--- src/rtl/rom_arbiter_if.sv ---
// Requester-side bus of the ROM arbiter.
// Both ports share one interface instance.
//
//   req0/req1   : access request, held with a stable address until the ack
//   addr0/addr1 : ROM address for the request
//   ack0/ack1   : one-cycle completion pulse; rdataN is valid in that cycle
//   rdata0/1    : captured read data, held until the next ack on that port
//
// The master modport is the requester side (CPU fetch on port 0 and
// debug/loader on port 1). The slave modport is the arbiter side.
interface rom_arbiter_if #(
  parameter int ADDR_W = 7,
  parameter int DATA_W = 8
);
  logic              req0;
  logic [ADDR_W-1:0] addr0;
  logic              ack0;
  logic [DATA_W-1:0] rdata0;
  logic              req1;
  logic [ADDR_W-1:0] addr1;
  logic              ack1;
  logic [DATA_W-1:0] rdata1;

  modport master (
    output req0, addr0, req1, addr1,
    input  ack0, rdata0, ack1, rdata1
  );

  modport slave (
    input  req0, addr0, req1, addr1,
    output ack0, rdata0, ack1, rdata1
  );
endinterface

--- src/rtl/rom_arbiter.sv ---
// Two-port round-robin arbiter and sequencer for one single-port program ROM.
// The ROM has a registered read and a gated output.
//
// Ports:
//   clk        : system clock, rising edge
//   reset      : asynchronous, active-low reset
//   bus        : requester interface (req/addr in, ack/rdata out, two ports)
//   busy       : high whenever an access is in flight (any non-IDLE state)
//   grant      : port being served; shows the last served port while idle
//   rom_addr   : registered ROM address, held after the access
//   rom_enable : ROM output enable. It is low when idle, so the ROM output
//                can be OR-combined with other memories on a shared bus.
//   rom_data   : ROM data output
//
// Sequence per access: IDLE (grant edge) -> WAIT for LATENCY cycles -> CAPT ->
// DONE (ack cycle) -> IDLE. This gives one access every LATENCY+3 cycles.
module rom_arbiter #(
  parameter int ADDR_W  = 7,
  parameter int DATA_W  = 8,
  parameter int LATENCY = 1
) (
  input  logic              clk,
  input  logic              reset,
  rom_arbiter_if.slave      bus,
  output logic              busy,
  output logic              grant,
  output logic [ADDR_W-1:0] rom_addr,
  output logic              rom_enable,
  input  logic [DATA_W-1:0] rom_data
);

  localparam int CNT_W = $clog2(LATENCY + 1);

  typedef enum logic [1:0] {
    IDLE = 2'd0,
    WAIT = 2'd1,
    CAPT = 2'd2,
    DONE = 2'd3
  } state_t;

  state_t            state_q, state_d;
  logic [CNT_W-1:0]  cnt_q, cnt_d;
  logic              grant_q, grant_d;
  logic              last_q, last_d;
  logic              busy_q, busy_d;
  logic [ADDR_W-1:0] rom_addr_q, rom_addr_d;
  logic              rom_en_q, rom_en_d;
  logic              ack0_q, ack0_d;
  logic              ack1_q, ack1_d;
  logic [DATA_W-1:0] rdata0_q, rdata0_d;
  logic [DATA_W-1:0] rdata1_q, rdata1_d;
  logic              winner;

  always_comb begin
    state_d    = state_q;
    cnt_d      = cnt_q;
    grant_d    = grant_q;
    last_d     = last_q;
    rom_addr_d = rom_addr_q;
    rom_en_d   = rom_en_q;
    ack0_d     = 1'b0;
    ack1_d     = 1'b0;
    rdata0_d   = rdata0_q;
    rdata1_d   = rdata1_q;
    // On a tie the port that was not served last wins. Otherwise the only
    // requester wins.
    winner     = (bus.req0 && bus.req1) ? ~last_q : bus.req1;

    case (state_q)
      IDLE: begin
        if (bus.req0 || bus.req1) begin
          grant_d    = winner;
          rom_addr_d = winner ? bus.addr1 : bus.addr0;
          rom_en_d   = 1'b1;
          cnt_d      = CNT_W'(LATENCY);
          state_d    = WAIT;
        end
      end
      WAIT: begin
        cnt_d = cnt_q - CNT_W'(1);
        if (cnt_q == CNT_W'(1)) begin
          state_d = CAPT;
        end
      end
      CAPT: begin
        // The ROM output is still enabled during this cycle. Sample it, then
        // release the bus.
        if (grant_q) begin
          rdata1_d = rom_data;
          ack1_d   = 1'b1;
        end else begin
          rdata0_d = rom_data;
          ack0_d   = 1'b1;
        end
        last_d   = grant_q;
        rom_en_d = 1'b0;
        state_d  = DONE;
      end
      DONE: begin
        state_d = IDLE;
      end
      default: begin
        state_d = IDLE;
      end
    endcase

    busy_d = (state_d != IDLE);
  end

  always_ff @(posedge clk or negedge reset) begin
    if (!reset) begin
      state_q    <= IDLE;
      cnt_q      <= '0;
      grant_q    <= 1'b1;
      last_q     <= 1'b1;
      busy_q     <= 1'b0;
      rom_addr_q <= '0;
      rom_en_q   <= 1'b0;
      ack0_q     <= 1'b0;
      ack1_q     <= 1'b0;
      rdata0_q   <= '0;
      rdata1_q   <= '0;
    end else begin
      state_q    <= state_d;
      cnt_q      <= cnt_d;
      grant_q    <= grant_d;
      last_q     <= last_d;
      busy_q     <= busy_d;
      rom_addr_q <= rom_addr_d;
      rom_en_q   <= rom_en_d;
      ack0_q     <= ack0_d;
      ack1_q     <= ack1_d;
      rdata0_q   <= rdata0_d;
      rdata1_q   <= rdata1_d;
    end
  end

  assign busy       = busy_q;
  assign grant      = grant_q;
  assign rom_addr   = rom_addr_q;
  assign rom_enable = rom_en_q;
  assign bus.ack0   = ack0_q;
  assign bus.ack1   = ack1_q;
  assign bus.rdata0 = rdata0_q;
  assign bus.rdata1 = rdata1_q;

endmodule

--- src/flat_wrapper.sv ---
// flat-port wrapper written by rule: the top's interface ports become plain ports
module rom_arbiter_flat 
#(
  parameter int ADDR_W  = 7,
  parameter int DATA_W  = 8,
  parameter int LATENCY = 1
)
  (clk, reset, busy, grant, rom_addr, rom_enable, rom_data, bus_req0, bus_addr0, bus_req1, bus_addr1, bus_ack0, bus_rdata0, bus_ack1, bus_rdata1);
  rom_arbiter_if #(.ADDR_W(ADDR_W), .DATA_W(DATA_W)) bus_i ();
  input  logic clk;
  input  logic reset;
  output logic busy;
  output logic grant;
  output logic [ADDR_W-1:0] rom_addr;
  output logic rom_enable;
  input  logic [DATA_W-1:0] rom_data;
  input wire logic [$bits(bus_i.req0)-1:0] bus_req0;
  input wire logic [$bits(bus_i.addr0)-1:0] bus_addr0;
  input wire logic [$bits(bus_i.req1)-1:0] bus_req1;
  input wire logic [$bits(bus_i.addr1)-1:0] bus_addr1;
  output wire logic [$bits(bus_i.ack0)-1:0] bus_ack0;
  output wire logic [$bits(bus_i.rdata0)-1:0] bus_rdata0;
  output wire logic [$bits(bus_i.ack1)-1:0] bus_ack1;
  output wire logic [$bits(bus_i.rdata1)-1:0] bus_rdata1;
  assign bus_i.req0 = bus_req0;
  assign bus_i.addr0 = bus_addr0;
  assign bus_i.req1 = bus_req1;
  assign bus_i.addr1 = bus_addr1;
  assign bus_ack0 = bus_i.ack0;
  assign bus_rdata0 = bus_i.rdata0;
  assign bus_ack1 = bus_i.ack1;
  assign bus_rdata1 = bus_i.rdata1;
  rom_arbiter #(.ADDR_W(ADDR_W), .DATA_W(DATA_W), .LATENCY(LATENCY)) u_core (.clk(clk), .reset(reset), .bus(bus_i), .busy(busy), .grant(grant), .rom_addr(rom_addr), .rom_enable(rom_enable), .rom_data(rom_data));
endmodule
--- config.mk ---
export PLATFORM = sky130hd
export DESIGN_NAME = rom_arbiter_flat
export DESIGN_NICKNAME = d
export VERILOG_FILES = /design/src/rtl/rom_arbiter_if.sv /design/src/rtl/rom_arbiter.sv /design/src/flat_wrapper.sv
export SDC_FILE = /design/constraint.sdc
export NUM_CORES = 1
export LEC_CHECK = 0
export CAP_MARGIN = 40
export CORE_MARGIN = 1.5
export CORE_UTILIZATION = 38
export CTS_CLUSTER_SIZE = 30
export DETAILED_ROUTE_END_ITERATION = 12
export PLACE_DENSITY = 0.77
export REMOVE_ABC_BUFFERS = 1
export SYNTH_ARGS = -nofsm -noshare
export SYNTH_HDL_FRONTEND = slang
export SYNTH_SLANG_ARGS = --single-unit
export TNS_END_PERCENT = 5
--- constraint.sdc ---
create_clock -name clk -period 1.55 [get_ports clk]
set_input_delay 0.2325 -clock clk [delete_from_list [all_inputs] [get_ports clk]]
set_output_delay 0.2325 -clock clk [all_outputs]
set_load 0.1 [all_outputs]
Word level (Yosys, flattened, before mapping)
Cells that the tools add are included.
Storage, ports and cells
  flip-flop bits (word level): 32
  input port bits: 26
  output and inout bits: 28
  logic and storage cells: 41
Cells by class
  $add $sub $neg: 1
  eq/ne operators: 4
  muxes and demuxes: 12
  bitwise operators: 2
  reductions and logical operators: 11
Operator list (count)
  $reduce_and 2->1: 5
  $pmux 2 s4: 1
  $mux 7: 1
  $mux 1: 6
  $reduce_bool 2->1: 3
  $eq 2x2->1 const B: 2
  $mux 2: 2
  $pmux 1 s2: 2
  $eq 2x1->1 const B: 1
  $logic_not 2->1: 1
  $ne 2x1->1 const B: 1
  $not 1->1: 2
  $logic_and 1x1->1: 1
  $logic_or 1x1->1: 1
  $sub 1x1->1 const B: 1

Depth between registers and ports, before layout
Gate-level depths: netlist (run 1).
  depth in word-level cells: 4
  depth in mapped cells: 4
  depth with buffers taken out: 3

Worst setup path before layout (run 1)
Ideal clock, no wire load.
  kind: reg2reg
  from: reg u_core.grant_q, in the netlist u_core.grant
  to: reg u_core.rdata1_q[0], in the netlist u_core.bus.rdata1[0]
  library setup time: 0.126 ns
  data arrival time: 1.450 ns
  data required time: 1.424 ns
  slack: -0.026 ns
  cell stages (with the launch flop): 4
  path buffers: 1
  period minus slack after synthesis: 1.576 ns
  cells stage by stage: dfstp_2 -> nand3b_1 -> buf_2 -> mux2_2
Between the ends
  word-level cells in the longest chain between the ends: 1
Ends and longest elaborated chain
  start: declaration: RTL line rom_arbiter.sv:43  | logic grant_q, grant_d;
  start signal: assignment: RTL line rom_arbiter.sv:126  | grant_q <= grant_d;
  $reduce_and 2->1 (no line)
  end signal: assignment: RTL line rom_arbiter.sv:134  | rdata1_q <= rdata1_d;
  end: declaration: RTL line rom_arbiter.sv:51  | logic [DATA_W-1:0] rdata1_q, rdata1_d;
No other way between the ends.
A chain may end at the register's enable or synchronous reset.

Final worst setup path (run 1)
  from: reg u_core.last_q
  to: reg u_core.rom_addr_q[5], in the netlist u_core.rom_addr[5]
Between the ends
  word-level cells in the longest chain between the ends: 3
Ends and longest elaborated chain
  start: declaration: RTL line rom_arbiter.sv:44  | logic last_q, last_d;
  start signal: assignment: RTL line rom_arbiter.sv:127  | last_q <= last_d;
  $not 1->1: RTL line rom_arbiter.sv:67  | winner = (bus.req0 && bus.req1) ? ~last_q : bus.req1;
  $mux 1: RTL line rom_arbiter.sv:67
  $mux 7: RTL line rom_arbiter.sv:73  | rom_addr_d = winner ? bus.addr1 : bus.addr0;
  end signal: assignment: RTL line rom_arbiter.sv:129  | rom_addr_q <= rom_addr_d;
  end: declaration: RTL line rom_arbiter.sv:46  | logic [ADDR_W-1:0] rom_addr_q, rom_addr_d;
No other way between the ends.

==> metrics.csv, run 1 <==
metric,value,unit
drc,0,
yosysSeqAreaShare,61.6,%
synth_compound_area_share,2.11,%
diodes,0,
grt_overflow,0,
status,"complete, no violations",
post_drt_via_cell_ratio,4.63,
synth_cells,86,
die_x,61.6,um
root_buffer,clkbuf_4,
hold_path_class,in -> async,
synth_top_family_by_area,multiplexers,
yosysUniqueCellTypes,17,
ys.flop_type,dfrtp_1,
synth_edf_count,0,
wirelength,2720,um
drv_slew,0,
synth.avg_cell_area,15.2,sq um
grt_pass1_wl,4410,um
ant_nets,0,
port_buffers,53,
layout.nets,173,
rsz0062_at_grt,no,
cp_max_fo,8,
grt_pass1_vias,935,
dieArea,3790,sq um
synthTopCellsByArea,"dfrtp_1, mux2_2, mux2_4, dfstp_2, nand2_1",
dp_slack,-0.297,ns
worst_slack,0.0971,ns
synth_top_cell_by_area,dfrtp_1,
fin_cells,194,
yosysMostFrequentCell,dfrtp_1,
routedWlPerCell,14.0,um
num_vias,899,
maxCapViolCount,0,
htreeDepth,2,
cp-end-kind,register,
finalSetupViolCount,0,
cts.clk_slew.worst_paths,0.09,ns
synthTopCellsByCount,"dfrtp_1, mux2_2, mux2_4",
worstSetupPathType,reg -> reg,
cts_sinks,32,
synth_xor_area_share,0,%
period_needed,1.45,ns
grt_max_degree,33,
clock_latency,0.32,ns
cts_buffers,5,
worst_hold_slack,0.302,ns
start_util,39.4,%
gp_congestion,0.748,
clock-skew-final,0.00656,ns
synthSimpleGateAreaFrac,6.14,%
cts_tree,built,
dp_hpwl,2180,um
synth_mux_area_share,27.9,%
core_area,3310,sq um
synthArstFlopShare,100,%
synthAdderAreaFrac,0,%
ios,54,
fp-row-count,21,
drtIter0Drc,17,
dr.pass1.iters,4,
max-clock-path-buffers,2,
yosysWarnings,0,
syn_area,1300,sq um
placed_cell_area,2180,sq um
critical_path_required,1.76,ns
min_period_over_period,93.7,%
crit_path_start_kind,register,
syn_to_final_growth,73.0,%
antenna_found_initial,0,
die-height,61.6,um
ys_ff_latch,32,
worst_pin_slew,0.389,ns
synth_top_area_share,57.6,%
holdBufCountCts,0,
final_area,2260,sq um
clock.fmax,0.688,GHz
final-hold-violation-count,0,
max_slew_margin,74.1,%
track_usage,16.7,%
critPathArrivalTime,1.66,ns
placed_cells,186,
layout-drive-gt1-share,49.3,%
[state kept, by name, indices dropped and copies added, names as in the netlist]
signal and flops:
u_core.state_q 2, u_core.bus.rdata1 8, u_core.rom_enable 1, u_core.rom_addr 7, u_core.busy 1, u_core.last_q 1
u_core.bus.rdata0 8, u_core.grant 1, u_core.bus.ack1 1, u_core.cnt_q 1, u_core.bus.ack0 1
[layout by cell type (no fill, tap or decap), types with 2 or more instances in the layout]
master           synthesis  final
dfrtp_1                 30     30
clkbuf_8                 0      2
nand3_1                  3      3
inv_1                    2      2
clkdlybuf4s50_1          0     25
dfstp_2                  2      2
nand2_1                  5      5
nand2b_1                 3      3
mux2_4                   7      7
clkbuf_4                 0      5
buf_4                    0      4
mux2_2                  23     23
o21ai_0                  2      2
buf_12                   0     28
[through the flow]
stage	TNS, ns	utilization [%]
floorplan	-1.75	-
global placement	-1.78	65.9
detailed placement	-2.03	65.9
CTS	0	68.0
global route	0	68.1
finish	0	68.1
[timing repair]
item	CTS	global route
endpoints found under the setup margin	7	7
setup buffers	0	0
cloned	0	0
resized for setup	1	1
[critical path, cell delays in order, from the launching register on]
cell and delay, ns:
dfstp_2 0.55, a21bo_4 0.22, mux2_4 0.31, mux2_2 0.25
[path summary, 6_finish.rpt]
path / start / end / slack, ns / cells after the start
worst max-delay path: u_core.last_q$_DFFE_PN1P_ / u_core.rom_addr[5]$_DFFE_PN0P_ / 0.1 / 3
worst min-delay path: reset / u_core.bus.rdata1[5]$_DFFE_PN0P_ / 0.30 / 2
worst max register to register: u_core.last_q$_DFFE_PN1P_ / u_core.rom_addr[5]$_DFFE_PN0P_ / 0.1 / 3
worst min register to register: u_core.last_q$_DFFE_PN1P_ / u_core.last_q$_DFFE_PN1P_ / 0.47 / 2
max in group asynchronous: reset / u_core.grant$_DFFE_PN1P_ / 0.92 / 2
min in group clk: u_core.last_q$_DFFE_PN1P_ / u_core.last_q$_DFFE_PN1P_ / 0.47 / 2
[final cells by class]
class                           count  area (sq um)
Fill cell                         261          1050
Timing Repair Buffer               57           841
Inverter                            2          7.51
Multi-Input combinational cell     49           478
Clock buffer                        8          68.8
Sequential cell                    32           803
Tap cell                           46          57.6
[kinds of logic after synthesis]
logic type / count (synthesis)
flip-flops: 32
buffers and inverters: 5
multiplexers: 30
AND/OR/NAND/NOR: 15
AO/OA/AOI/OAI: 4
[layer usage]
metal	share of wire, %	vias up	wire length [um]	track usage (%)
li1	-	415	-	-
met1	38	429	1020	18.3
met2	50	51	1370	27.5
met3	10	4	280	7.35
met4	1.8	0	48	8.21
met5	0	-	0	0
Power of run 1 is left out: the tool's default activity adds up to more than one toggle a clock period on the data nets, which glitch-free logic cannot reach.
==> run 2: changes to the inputs <==
Settings changed: CORE_UTILIZATION 38 to 39, CTS_BUF_LIST from default to sky130_fd_sc_hd__clkbuf_8, PLACE_DENSITY 0.77 to 0.79.
==> metrics.csv, run 2 (synthesis results as in run 1) <==
metric,value,unit,change
hold_path_class,in -> async,,
drtIter0Drc,9,,-8
wirelength,2680,um,-1.3%
dr.pass1.iters,4,,unchanged
critical_path_required,1.71,ns,-0.05 ns
cts_sinks,32,,unchanged
final_common_cell,dfrtp_1,,
min_period_over_period,94.5,%,+0.78 points
ios,54,,unchanged
met2_usage,30.1,%,+2.6 points
ant_nets,0,,unchanged
grt_pass1_wl,4660,um,+5.6%
final_cell_mix,"dfrtp_1, buf_12, clkdlybuf4s50_1",,
layout-drive-gt1-share,49.3,%,unchanged
final_util,73.6,%,+5.5 points
fill_cells,221,,-15%
worst_pin_slew,0.388,ns,-0.00137 ns
fp-row-count,20,,-4.8%
layout.nets,173,,unchanged
worstSetupPathType,reg -> reg,,
rsz0062_at_grt,no,,
post_cts_resized,2,,+1
dieArea,3700,sq um,-2.4%
htreeDepth,2,,unchanged
clock_latency,0.28,ns,-0.04 ns
critPathArrivalTime,1.63,ns,-0.03 ns
start_util,42.0,%,+2.6 points
num_vias,901,,+0.22%
clock.fmax,0.683,GHz,-0.82%
port_buffers,53,,unchanged
gr-usage-met1,20.0,%,+1.7 points
final-seq-area,803,sq um,unchanged
cp_max_fo,8,,unchanged
max_slew_margin,74.2,%,+0.091 points
clock-skew-final,0.00303,ns,-0.00353 ns
placed_cell_area,2180,sq um,-0.11%
post_drt_via_cell_ratio,4.69,,+1.3%
routedWlPerCell,14.0,um,-0.30%
final-hold-violation-count,0,,unchanged
max-clock-path-buffers,2,,unchanged
top_usage_layer,met2,,
die_x,60.8,um,-1.2%
grt_use_met3,7.68,%,+0.32 points
grt_overflow,0,,unchanged
period_needed,1.46,ns,+0.0120 ns
drc,0,,unchanged
cp-end-kind,register,,
grt_max_degree,33,,unchanged
cts_buffers,5,,unchanged
cts.clk_slew.worst_paths,0.06,ns,-0.03 ns
status,"complete, no violations",,
cts_tree,built,,
dp_hpwl,2040,um,-6.3%
root_buffer,clkbuf_8,,
core_area,3100,sq um,-6.3%
final_area,2280,sq um,+1.3%
diodes,0,,unchanged
maxCapViolCount,0,,unchanged
finalSetupViolCount,0,,unchanged
track_usage,17.7,%,+0.97 points
crit_path_start_kind,register,,
drv_slew,0,,unchanged
gp_congestion,0.770,,+3.0%
postCtsSetupRepairBufs,0,,unchanged
syn_to_final_growth,75.2,%,
antenna_found_initial,0,,unchanged
grt_pass1_vias,971,,+3.9%
multiInputGateArea,478,sq um,unchanged
die-height,60.8,um,-1.2%
holdBufCountCts,0,,unchanged
==> run 2: layout make-up <==
class                   count  area share [%]
inverters                   2           0.329
clock buffers               7            4.22
repair buffers             57            36.8
well taps                  44            2.41
flip-flops and latches     32            35.2
clock inverters             1           0.164
multi-input cells          49            20.9
==> run 2: worst max-delay path, stage by stage, from the launching register on <==
cell     delay (ns)
dfstp_2        0.54
a21bo_4        0.22
mux2_4         0.32
mux2_2         0.27
==> run 2: worst paths after layout <==
path / to / start / slack, ns / cells after the start
max reg2reg: u_core.rom_addr[0]$_DFFE_PN0P_ / u_core.last_q$_DFFE_PN1P_ / 0.09 / 3
max in group asynchronous: u_core.grant$_DFFE_PN1P_ / reset / 0.87 / 2
min in group clk: u_core.last_q$_DFFE_PN1P_ / u_core.last_q$_DFFE_PN1P_ / 0.48 / 2
min: u_core.bus.rdata0[2]$_DFFE_PN0P_ / reset / 0.36 / 2
max: u_core.rom_addr[0]$_DFFE_PN0P_ / u_core.last_q$_DFFE_PN1P_ / 0.09 / 3
min reg2reg: u_core.last_q$_DFFE_PN1P_ / u_core.last_q$_DFFE_PN1P_ / 0.48 / 2
==> run 2: per-layer routing <==
metal  wire length [um]  vias up
met2               1390       48
met1               1020      432
met5                  0        -
met3                241        2
li1                   -      419
met4                 27        0
==> run 2: metrics by stage <==
step	setup WS, ns	hold WS, ns	setup TNS (ns)	cells
final	0.0850	0.362	0	192
after global routing	0.0533	0.392	0	192
after CTS	0.0757	0.366	0	192
after detailed placement	-0.293	0.467	-1.95	184
after global placement	-0.228	0.458	-1.58	184
after floorplan	-0.200	-0.0631	-1.75	83
Power of run 2 is left out for the same reason.
